--- config.mk ---
export PLATFORM = sky130hd
export DESIGN_NAME = primitive_ap_n
export DESIGN_NICKNAME = d
export VERILOG_FILES = /design/src/rtl/primitive_ap_n_pkg.sv /design/src/rtl/primitive_ap_n_stream_skid.sv /design/src/rtl/primitive_ap_n.sv
export SDC_FILE = /design/constraint.sdc
export NUM_CORES = 1
export LEC_CHECK = 0
export ABC_AREA = 1
export CELL_PAD_IN_SITES_DETAIL_PLACEMENT = 1
export CELL_PAD_IN_SITES_GLOBAL_PLACEMENT = 2
export CORE_MARGIN = 2
export CORE_UTILIZATION = 22
export DETAILED_ROUTE_END_ITERATION = 10
export PLACE_DENSITY_LB_ADDON = 0.1
export SLEW_MARGIN = 25
export SYNTH_ARGS = -nofsm -noshare
export SYNTH_HDL_FRONTEND = slang
export SYNTH_SLANG_ARGS = --single-unit
--- constraint.sdc ---
create_clock -name clk -period 1.8 [get_ports clk]
set_input_delay 0.18 -clock clk [delete_from_list [all_inputs] [get_ports clk]]
set_output_delay 0.18 -clock clk [all_outputs]
set_load 0.02 [all_outputs]
--- src/rtl/primitive_ap_n_pkg.sv ---
// primitive_ap_n_pkg: shared state encoding for the stream-apply primitives
package primitive_ap_n_pkg;
    typedef enum logic [1:0] {AP_IDLE, AP_COLLECT, AP_DONE, AP_PASS} ap_state_t;
endpackage

--- src/rtl/primitive_ap_n_stream_skid.sv ---
// stream_skid: two-deep registered stream slice, full throughput under backpressure
module stream_skid #(
    parameter int W = 8
) (
    input  logic         clk,
    input  logic         nrst,
    input  logic [W-1:0] in_data,
    input  logic         in_valid,
    output logic         in_ready,
    output logic [W-1:0] out_data,
    output logic         out_valid,
    input  logic         out_ready
);
    logic [1:0] cnt;
    logic [W-1:0] d0, d1;
    logic push, pop;
    always_comb begin
        in_ready  = cnt != 2'd2;
        out_valid = cnt != 2'd0;
        out_data  = d0;
        push      = in_valid & in_ready;
        pop       = out_valid & out_ready;
    end
    always_ff @(posedge clk) begin
        if (!nrst) begin
            cnt <= '0;
        end else begin
            cnt <= cnt + 2'(push) - 2'(pop);
            if (push && (cnt == 2'd0 || (cnt == 2'd1 && pop))) d0 <= in_data;
            if (push && cnt == 2'd1 && !pop) d1 <= in_data;
            if (pop && cnt == 2'd2) d0 <= d1;
        end
    end
endmodule

--- src/rtl/primitive_ap_n.sv ---
// primitive_ap_n: pops N stream elements into dOut per call, then forwards the remainder
module primitive_ap_n
    import primitive_ap_n_pkg::*;
#(
    parameter int N       = 2,
    parameter int W       = 8,
    parameter bit OUT_REG = 1'b0
) (
    input  logic           clk,
    input  logic           nrst,
    input  logic           in_valid,
    output logic           in_ready,
    output logic           out_valid,
    input  logic           out_ready,
    input  logic [W-1:0]   sIn,
    input  logic           sIn_valid,
    output logic           sIn_ready,
    output logic [W-1:0]   sOut,
    output logic           sOut_valid,
    input  logic           sOut_ready,
    output logic [N*W-1:0] dOut
);
    localparam int CW = $clog2(N + 1);
    ap_state_t state;
    logic [CW-1:0] count;
    logic idle, collect, pass, pass_take, fwd_ready, slice_empty, call;
    always_comb begin
        idle      = state == AP_IDLE;
        collect   = state == AP_COLLECT;
        pass      = state == AP_PASS;
        // a pending call freezes forwarding so the slice can drain and the call is never starved
        pass_take = pass & ~in_valid;
        in_ready  = (idle | pass) & slice_empty;
        sIn_ready = collect | (pass_take & fwd_ready);
        call      = in_valid & in_ready;
    end
    generate
        if (OUT_REG) begin : g_reg
            logic sk_valid, sk_ready;
            stream_skid #(.W(W)) u_skid (
                .clk       (clk),
                .nrst      (nrst),
                .in_data   (sIn),
                .in_valid  (pass_take & sIn_valid),
                .in_ready  (sk_ready),
                .out_data  (sOut),
                .out_valid (sk_valid),
                .out_ready (sOut_ready)
            );
            assign sOut_valid  = sk_valid;
            assign fwd_ready   = sk_ready;
            assign slice_empty = ~sk_valid;
        end else begin : g_comb
            assign sOut        = sIn;
            assign sOut_valid  = pass_take & sIn_valid;
            assign fwd_ready   = sOut_ready;
            assign slice_empty = 1'b1;
        end
    endgenerate
    always_ff @(posedge clk) begin
        if (!nrst) begin
            state     <= AP_IDLE;
            count     <= '0;
            dOut      <= '0;
            out_valid <= 1'b0;
        end else begin
            case (state)
                AP_COLLECT: if (sIn_valid) begin
                    dOut[count*W +: W] <= sIn;
                    count <= count + CW'(1);
                    if (count == CW'(N - 1)) begin
                        state     <= AP_DONE;
                        out_valid <= 1'b1;
                    end
                end
                AP_DONE: if (out_ready) begin
                    state     <= AP_PASS;
                    out_valid <= 1'b0;
                end
                default: if (call) begin
                    state <= AP_COLLECT;
                    count <= '0;
                end
            endcase
        end
    end
endmodule

==> summary.txt, run 1 <==
Logic synthesis
  – Netlist cell types: 16
  – Combined area of all synthesized cells: 0.00107 mm2
  – Ranking of synthesized cells by instance count: sky130_fd_sc_hd__nand2_1, sky130_fd_sc_hd__dfxtp_1, sky130_fd_sc_hd__a21oi_1
  – Fraction of registers with async set/reset: 0%
  – Most common flop cell mapped by yosys: sky130_fd_sc_hd__dfxtp_1
  – Mean Syn Cell Area: 7.41 um2
  – Count of flip-flops with a built-in enable after synthesis: 0
  – Fraction of synthesized cell area taken by the top area cell type: 39.4%
  – Cell type with the highest aggregate area in the netlist: sky130_fd_sc_hd__dfxtp_1
  – Post-synthesis net count: 164
  – Top-count cell post-synth: sky130_fd_sc_hd__nand2_1
  – Syn. warnings: 0
  – FF+latch count, synth: 21
  – Post-Synthesis Cells: 144
  – Main area contributors after synthesis: sky130_fd_sc_hd__dfxtp_1, sky130_fd_sc_hd__a21oi_1, sky130_fd_sc_hd__nand2_1, sky130_fd_sc_hd__ha_1, sky130_fd_sc_hd__nand3_1
  – Sequential share of the synthesized area: 39.4%

Detailed routing
  – Via total after detailed routing: 1038
  – Antenna violation net count after detailed routing: 0
  – Post-route DRC: 0
  – Total length of routed wires: 3060 um
  – Violation count after the first detailed-route iteration: 10
  – Average via count per standard cell: 4.42
  – Router iterations before antenna repair: 3
  – DR WL/cell: 13.0 um

Placement
  – Buffers on Ports: 41
  – Number of placed cells counting well taps: 231
  – Pre-CTS WS: 0.132 ns
  – HPWL after detailed placement: 2370 um
  – Routability Congestion: 0.751
  – Instance area at placement: 0.00149 mm2

Power
  – Maximum VDD drop: 0.378 mV
  – Sequential group share of total power: 35.1%
  – Clock group share of total power: 19.5%
  – Net switching fraction of the power: 40.3%
  – Leakage component of the power: 0.655 nW
  – Combinational share of power: 45.4%
  – Net Sw Power: 0.650 mW
  – Cell-internal power: 0.963 mW
  – Overall power consumption: 1.61 mW
  – Cell Pwr Density: 1050 mW/mm2

Worst setup path
  – Worst setup EP type: primary output
  – Depth of the worst register-to-register path: 5
  – R2R setup slack: 0.30 ns
  – Launch point of the worst path: state[0]$_SDFFE_PN0P_
  – Reg2reg end: dOut[4]$_SDFFE_PN0P_
  – RR Startpoint: count[0]$_SDFFE_PN0P_
  – Maximum fanout along the worst path: 4
  – Startpoint types: register
  – Arrival time reported for the critical path endpoint: 1.40 ns
  – Type of the worst setup path: reg -> out
  – Required time at the endpoint of the critical path: 1.62 ns

Clocking
  – Sinks on Clock Net: 21
  – Maximum count of clock buffers along a single path: 2
  – Number of buffers added to fix hold violations after cts: 0
  – CTS H-tree depth: 1
  – Clock insertion delay at the later pin of the skew report: 0.26 ns
  – Cell at the root of the clock tree: sky130_fd_sc_hd__clkbuf_8
  – Number of buffers created by CTS: 3
  – TritonCTS clock tree: done
  – Cts repair resizes: 4
  – Post-CTS setup buffer count: 0
  – Clock edge transition at the registers on the reported setup and hold paths: 0.08 ns

Run status
  – Status: finished clean

Global routing
  – Number of antenna violations at the first check in global routing: 0
  – Total routing usage reported by global routing: 12.5%
  – Overflow left after global routing: 0
  – Via count of the first global-routing pass: 1104
  – Largest net degree at the start of global routing: 13
  – First-pass GRT wire length: 5090 um

Flow run
  – Maximum Capacitance Violations: 0

Final layout
  – Area growth from synthesis to layout: 44.1%
  – Antenna Diode Count: 0
  – Final std cell area, no fill: 0.00154 mm2
  – Post-Route Utilization: 32.8%
  – # nets final: 202
  – Non-filler cells in the finished layout: 235
  – Fill cell total of the finished layout: 584
  – Share of post-route cells with drive strength above 1: 8.29%

Timing
  – Total Neg Setup Slack: 0 ns
  – Period utilisation layout: 88.0%
  – Setup repair after global routing missed its margin: false
  – Number of setup violations in the final report: 0
  – Peak clock frequency supported by timing: 631 MHz
  – Worst Setup Slack, final: 0.215 ns
  – Post-route worst hold slack: 0.467 ns
  – Final hold violation count: 0
  – Min cycle time layout: 1.58 ns
  – Count of pins over their slew limit: 0
  – Headroom to the max-slew limit: 75.0%
  – Clock skew: 0.00473 ns
  – Slew at the pin with the worst max-slew slack: 0.374 ns

Floorplan
  – Overall die area: 0.00542 mm2
  – Row Count: 25
  – Initial core utilization: 22.7%
  – Placeable Area: 0.00469 mm2
  – Die height: 73.7 um
  – Number of I/O pins: 42
  – Die X-Extent: 73.7 um

Hold path
  – Instance count along the most critical hold path: 2
  – Min-delay worst type: reg -> reg
  – Endpoint of the worst hold-timing path: count[1]$_SDFFE_PN0P_
  – Startpoint of the worst hold path: count[1]$_SDFFE_PN0P_
worst max-delay path by stage:
stage                                  endpoint  cells after the start  slack (ns)
final                                  in_ready                      3        0.22
after global routing                  sIn_ready                      6        0.11
after CTS                              in_ready                      3        0.19
after detailed placement             sOut_valid                      4        0.13
after global placement               sOut_valid                      4        0.17
after floorplan           state[1]$_SDFFE_PN0P_                      8        0.46
power by group through the flow:
stage / clock network (mW) / registers [mW] / logic, mW
after floorplan: 0 / 0.621 / 0.443
after global placement: 0 / 0.575 / 0.762
after detailed placement: 0 / 0.578 / 0.765
after CTS: 0.330 / 0.568 / 0.752
after global routing: 0.352 / 0.574 / 0.832
final: 0.314 / 0.566 / 0.732
final cells by class:
| class | instances | area (um2) | area share, % |
|---|---|---|---|
| well taps | 54 | 67.6 | 4.39 |
| repair buffers | 43 | 422 | 27.4 |
| clock inverters | 1 | 5.00 | 0.325 |
| multi-input cells | 94 | 510 | 33.2 |
| clock buffers | 3 | 41.3 | 2.69 |
| flip-flops and latches | 21 | 420 | 27.3 |
| inverters | 19 | 71.3 | 4.64 |
cell families after synthesis:
family                   count (synthesis)  synth area share, %
buffers and inverters                   29                 13.0
AND/OR/NAND/NOR                         62                 28.4
adder cells (fa/ha/maj)                  6                 7.03
AO/OA/AOI/OAI                           26                 12.2
flip-flops                              21                 39.4
registers in the layout (all words and copies together), names as in the netlist:
signal / flops
count: 2
out_valid: 1
dOut: 16
state: 2
layer usage:
| metal | wire length [um] | track usage, % |
|---|---|---|
| met5 | 0 | 0 |
| met4 | 87 | 5.86 |
| met3 | 149 | 3.16 |
| met2 | 1490 | 20.4 |
| met1 | 1330 | 15.2 |
worst max-delay path, stage by stage, from the launching register on:
cell and delay, ns:
sky130_fd_sc_hd__dfxtp_1 0.39, sky130_fd_sc_hd__inv_1 0.06, sky130_fd_sc_hd__ha_1 0.35, sky130_fd_sc_hd__dlygate4sd2_1 0.35
layout by cell type (no fill, tap or decap):
master and n:
sky130_fd_sc_hd__a21oi_1 18, sky130_fd_sc_hd__nand2_4 1, sky130_fd_sc_hd__nor2_2 1, sky130_fd_sc_hd__nand3_1 15, sky130_fd_sc_hd__inv_2 3, sky130_fd_sc_hd__dfxtp_1 21
sky130_fd_sc_hd__ha_2 1, sky130_fd_sc_hd__clkdlybuf4s50_1 38, sky130_fd_sc_hd__clkinv_2 1, sky130_fd_sc_hd__nor2_4 1, sky130_fd_sc_hd__o21ai_0 8, sky130_fd_sc_hd__nor3_1 1
sky130_fd_sc_hd__nor2_8 2, sky130_fd_sc_hd__inv_1 16, sky130_fd_sc_hd__clkbuf_8 3, sky130_fd_sc_hd__nor2_1 17, sky130_fd_sc_hd__dlygate4sd2_1 3, sky130_fd_sc_hd__nand2_1 24
sky130_fd_sc_hd__ha_1 5, sky130_fd_sc_hd__buf_4 2
Note: power is estimated with default switching activity, not from simulation.
==> inputs of run 2 (changes only) <==
Settings changed: CORE_UTILIZATION 22 to 24, GPL_TIMING_DRIVEN set to 0.
Clock period 1.8 ns to 2.05 ns, I/O delays scaled along.
==> summary.txt, run 2 (synthesized netlist as in run 1, its figures left out) <==
Run status
  – Status: finished clean

Global routing
  – First-pass GRT wire length: 5180 um (+1.7%)
  – Overflow left after global routing: 0 (unchanged)
  – Total routing usage reported by global routing: 13.1% (+0.64 points)
  – Via count of the first global-routing pass: 1115 (+1.0%)
  – Largest net degree at the start of global routing: 13 (unchanged)
  – Number of antenna violations at the first check in global routing: 0 (unchanged)

Final layout
  – Flip-flop count of the largest register after layout: 16 (unchanged)
  – # nets final: 210 (+4.0%)
  – Area used by multi-input combinational logic: 508 um2 (-0.49%)
  – Combined flip-flop and latch cell area: 420 um2 (unchanged)
  – Non-filler cells in the finished layout: 241 (+2.6%)
  – Top library cells by usage in the layout, fill and taps aside: sky130_fd_sc_hd__clkdlybuf4s50_1, sky130_fd_sc_hd__nand2_1, sky130_fd_sc_hd__dfxtp_1
  – Register with the most flip-flops: dOut
  – Fill cell total of the finished layout: 530 (-9.2%)
  – Leading cell type in the layout, fill and taps excluded: sky130_fd_sc_hd__clkdlybuf4s50_1
  – Share of post-route cells with drive strength above 1: 10.6% (+2.3 points)
  – Antenna Diode Count: 0 (unchanged)
  – Top Registers: dOut x16, count x2, state x2
  – Area growth from synthesis to layout: 48.9%
  – Final std cell area, no fill: 0.00159 mm2 (+3.3%)

Timing
  – Slew at the pin with the worst max-slew slack: 0.493 ns (+0.119 ns)
  – Headroom to the max-slew limit: 67.1% (-7.9 points)
  – Post-route worst hold slack: 0.465 ns (-0.00202 ns)
  – Min cycle time layout: 1.91 ns
  – Clock skew: 0.00115 ns (-0.00358 ns)
  – Setup repair after global routing missed its margin: false
  – Number of setup violations in the final report: 0 (unchanged)
  – Total Neg Setup Slack: 0 ns (unchanged)
  – Final hold violation count: 0 (unchanged)
  – Peak clock frequency supported by timing: 524 MHz
  – Period utilisation layout: 93.0%
  – Count of pins over their slew limit: 0 (unchanged)

Clocking
  – Number of buffers created by CTS: 3 (unchanged)
  – Clock edge transition at the registers on the reported setup and hold paths: 0.08 ns (about the same)
  – Clock insertion delay at the later pin of the skew report: 0.26 ns (about the same)
  – Sinks on Clock Net: 21 (unchanged)
  – Cell at the root of the clock tree: sky130_fd_sc_hd__clkbuf_8
  – CTS H-tree depth: 1 (unchanged)
  – Maximum count of clock buffers along a single path: 2 (unchanged)
  – Cts repair resizes: 0 (-4)
  – Number of buffers added to fix hold violations after cts: 0 (unchanged)
  – TritonCTS clock tree: done
  – Post-CTS setup buffer count: 0 (unchanged)

Worst setup path
  – Startpoint types: register
  – Arrival time reported for the critical path endpoint: 1.70 ns (+0.30 ns)
  – Required time at the endpoint of the critical path: 1.85 ns (+0.23 ns)
  – Worst setup EP type: primary output
  – Maximum fanout along the worst path: 4 (unchanged)
  – Type of the worst setup path: reg -> out
  – Depth of the worst register-to-register path: 5 (unchanged)

Floorplan
  – Die height: 70.7 um (-4.0%)
  – Die X-Extent: 70.7 um (-4.0%)
  – Initial core utilization: 24.7% (+1.9 points)
  – Overall die area: 0.00500 mm2 (-7.9%)
  – Number of I/O pins: 42 (unchanged)
  – Row Count: 24 (-4.0%)
  – Placeable Area: 0.00432 mm2 (-7.8%)

Power
  – Net Sw Power: 0.574 mW (-12%)
  – Sequential group share of total power: 34.7% (-0.4 points)
  – Maximum VDD drop: 0.280 mV (-26%)
  – Clock group share of total power: 19.3% (-0.2 points)
  – Cell-internal power: 0.867 mW (-10%)
  – Cell Pwr Density: 907 mW/mm2 (-14%)
  – Leakage component of the power: 0.679 nW (+3.7%)
  – Combinational share of power: 46.0% (+0.6 points)
  – Net switching fraction of the power: 39.9% (-0.45 points)

Detailed routing
  – Antenna violation net count after detailed routing: 0 (unchanged)
  – Router iterations before antenna repair: 4 (+1)
  – DR WL/cell: 12.8 um (-1.4%)
  – Average via count per standard cell: 4.42 (about the same)
  – Post-route DRC: 0 (unchanged)
  – Via total after detailed routing: 1065 (+2.6%)
  – Violation count after the first detailed-route iteration: 21 (+11)
  – Total length of routed wires: 3090 um (+1.1%)

Flow run
  – Maximum Capacitance Violations: 0 (unchanged)

Hold path
  – Min-delay worst type: reg -> reg
  – Instance count along the most critical hold path: 2 (unchanged)

Placement
  – Routability Congestion: 0.681 (-9.2%)
  – Number of placed cells counting well taps: 237 (+2.6%)
  – Buffers on Ports: 41 (unchanged)
  – Instance area at placement: 0.00154 mm2 (+3.4%)
  – HPWL after detailed placement: 2430 um (+2.5%)
-- run 2: cell types whose count changed in the layout (fill, tap and decap cells not counted) --
cell / delta
sky130_fd_sc_hd__buf_4: +6
sky130_fd_sc_hd__clkbuf_1: +2
sky130_fd_sc_hd__clkdlybuf4s50_1: +3
sky130_fd_sc_hd__dlygate4sd2_1: -3
sky130_fd_sc_hd__ha_1: +1
sky130_fd_sc_hd__ha_2: -1
-- run 2: layout make-up --
cell class                      count  share of cell area [%]
Buffer                             10                    4.25
Timing Repair Buffer               41                    25.8
Multi-Input combinational cell     94                    32.0
Inverter                           19                    4.49
Clock inverter                      1                   0.315
Clock buffer                        3                    2.60
Tap cell                           52                    4.09
Sequential cell                    21                    26.5
-- run 2: metal layers --
metal  up-vias  global-route usage, %  share of wire, %
met4         0                   3.77              0.61
met5         -                      0                 0
met1       496                   14.8                42
met2        26                   24.4                52
li1        541                      -                 -
met3         2                   2.99               5.3
-- run 2: worst paths after layout --
| check | startpoint | to | slack, ns |
|---|---|---|---|
| worst max register to register | count[0]$_SDFFE_PN0P_ | dOut[1]$_SDFFE_PN0P_ | 0.53 |
| worst min register to register | count[1]$_SDFFE_PN0P_ | count[1]$_SDFFE_PN0P_ | 0.46 |
| worst min-delay path | count[1]$_SDFFE_PN0P_ | count[1]$_SDFFE_PN0P_ | 0.46 |
| worst max-delay path | state[0]$_SDFFE_PN0P_ | sIn_ready | 0.14 |
-- run 2: power groups by stage --
stage,registers [mW],logic [mW],clock network [mW]
floorplan,0.545,0.389,0
global placement,0.508,0.666,0
detailed placement,0.510,0.676,0
CTS,0.502,0.677,0.291
global route,0.510,0.750,0.308
finish,0.500,0.663,0.278
-- run 2: worst max-delay path: stages, from the launching register on --
cell and delay (ns):
sky130_fd_sc_hd__dfxtp_1 0.39, sky130_fd_sc_hd__ha_1 0.31, sky130_fd_sc_hd__inv_2 0.08, sky130_fd_sc_hd__nand2_1 0.07, sky130_fd_sc_hd__clkdlybuf4s50_1 0.60
-- run 2: metrics by stage --
stage          utilization, %  power, mW  setup slack [ns]
4_1_cts                  36.7       1.47             0.114
6_report                 36.7       1.44             0.143
3_3_place_gp             35.7       1.17             0.288
5_1_grt                  36.7       1.57            0.0149
2_1_floorplan               -      0.934             0.709
3_5_place_dp             35.7       1.19             0.291
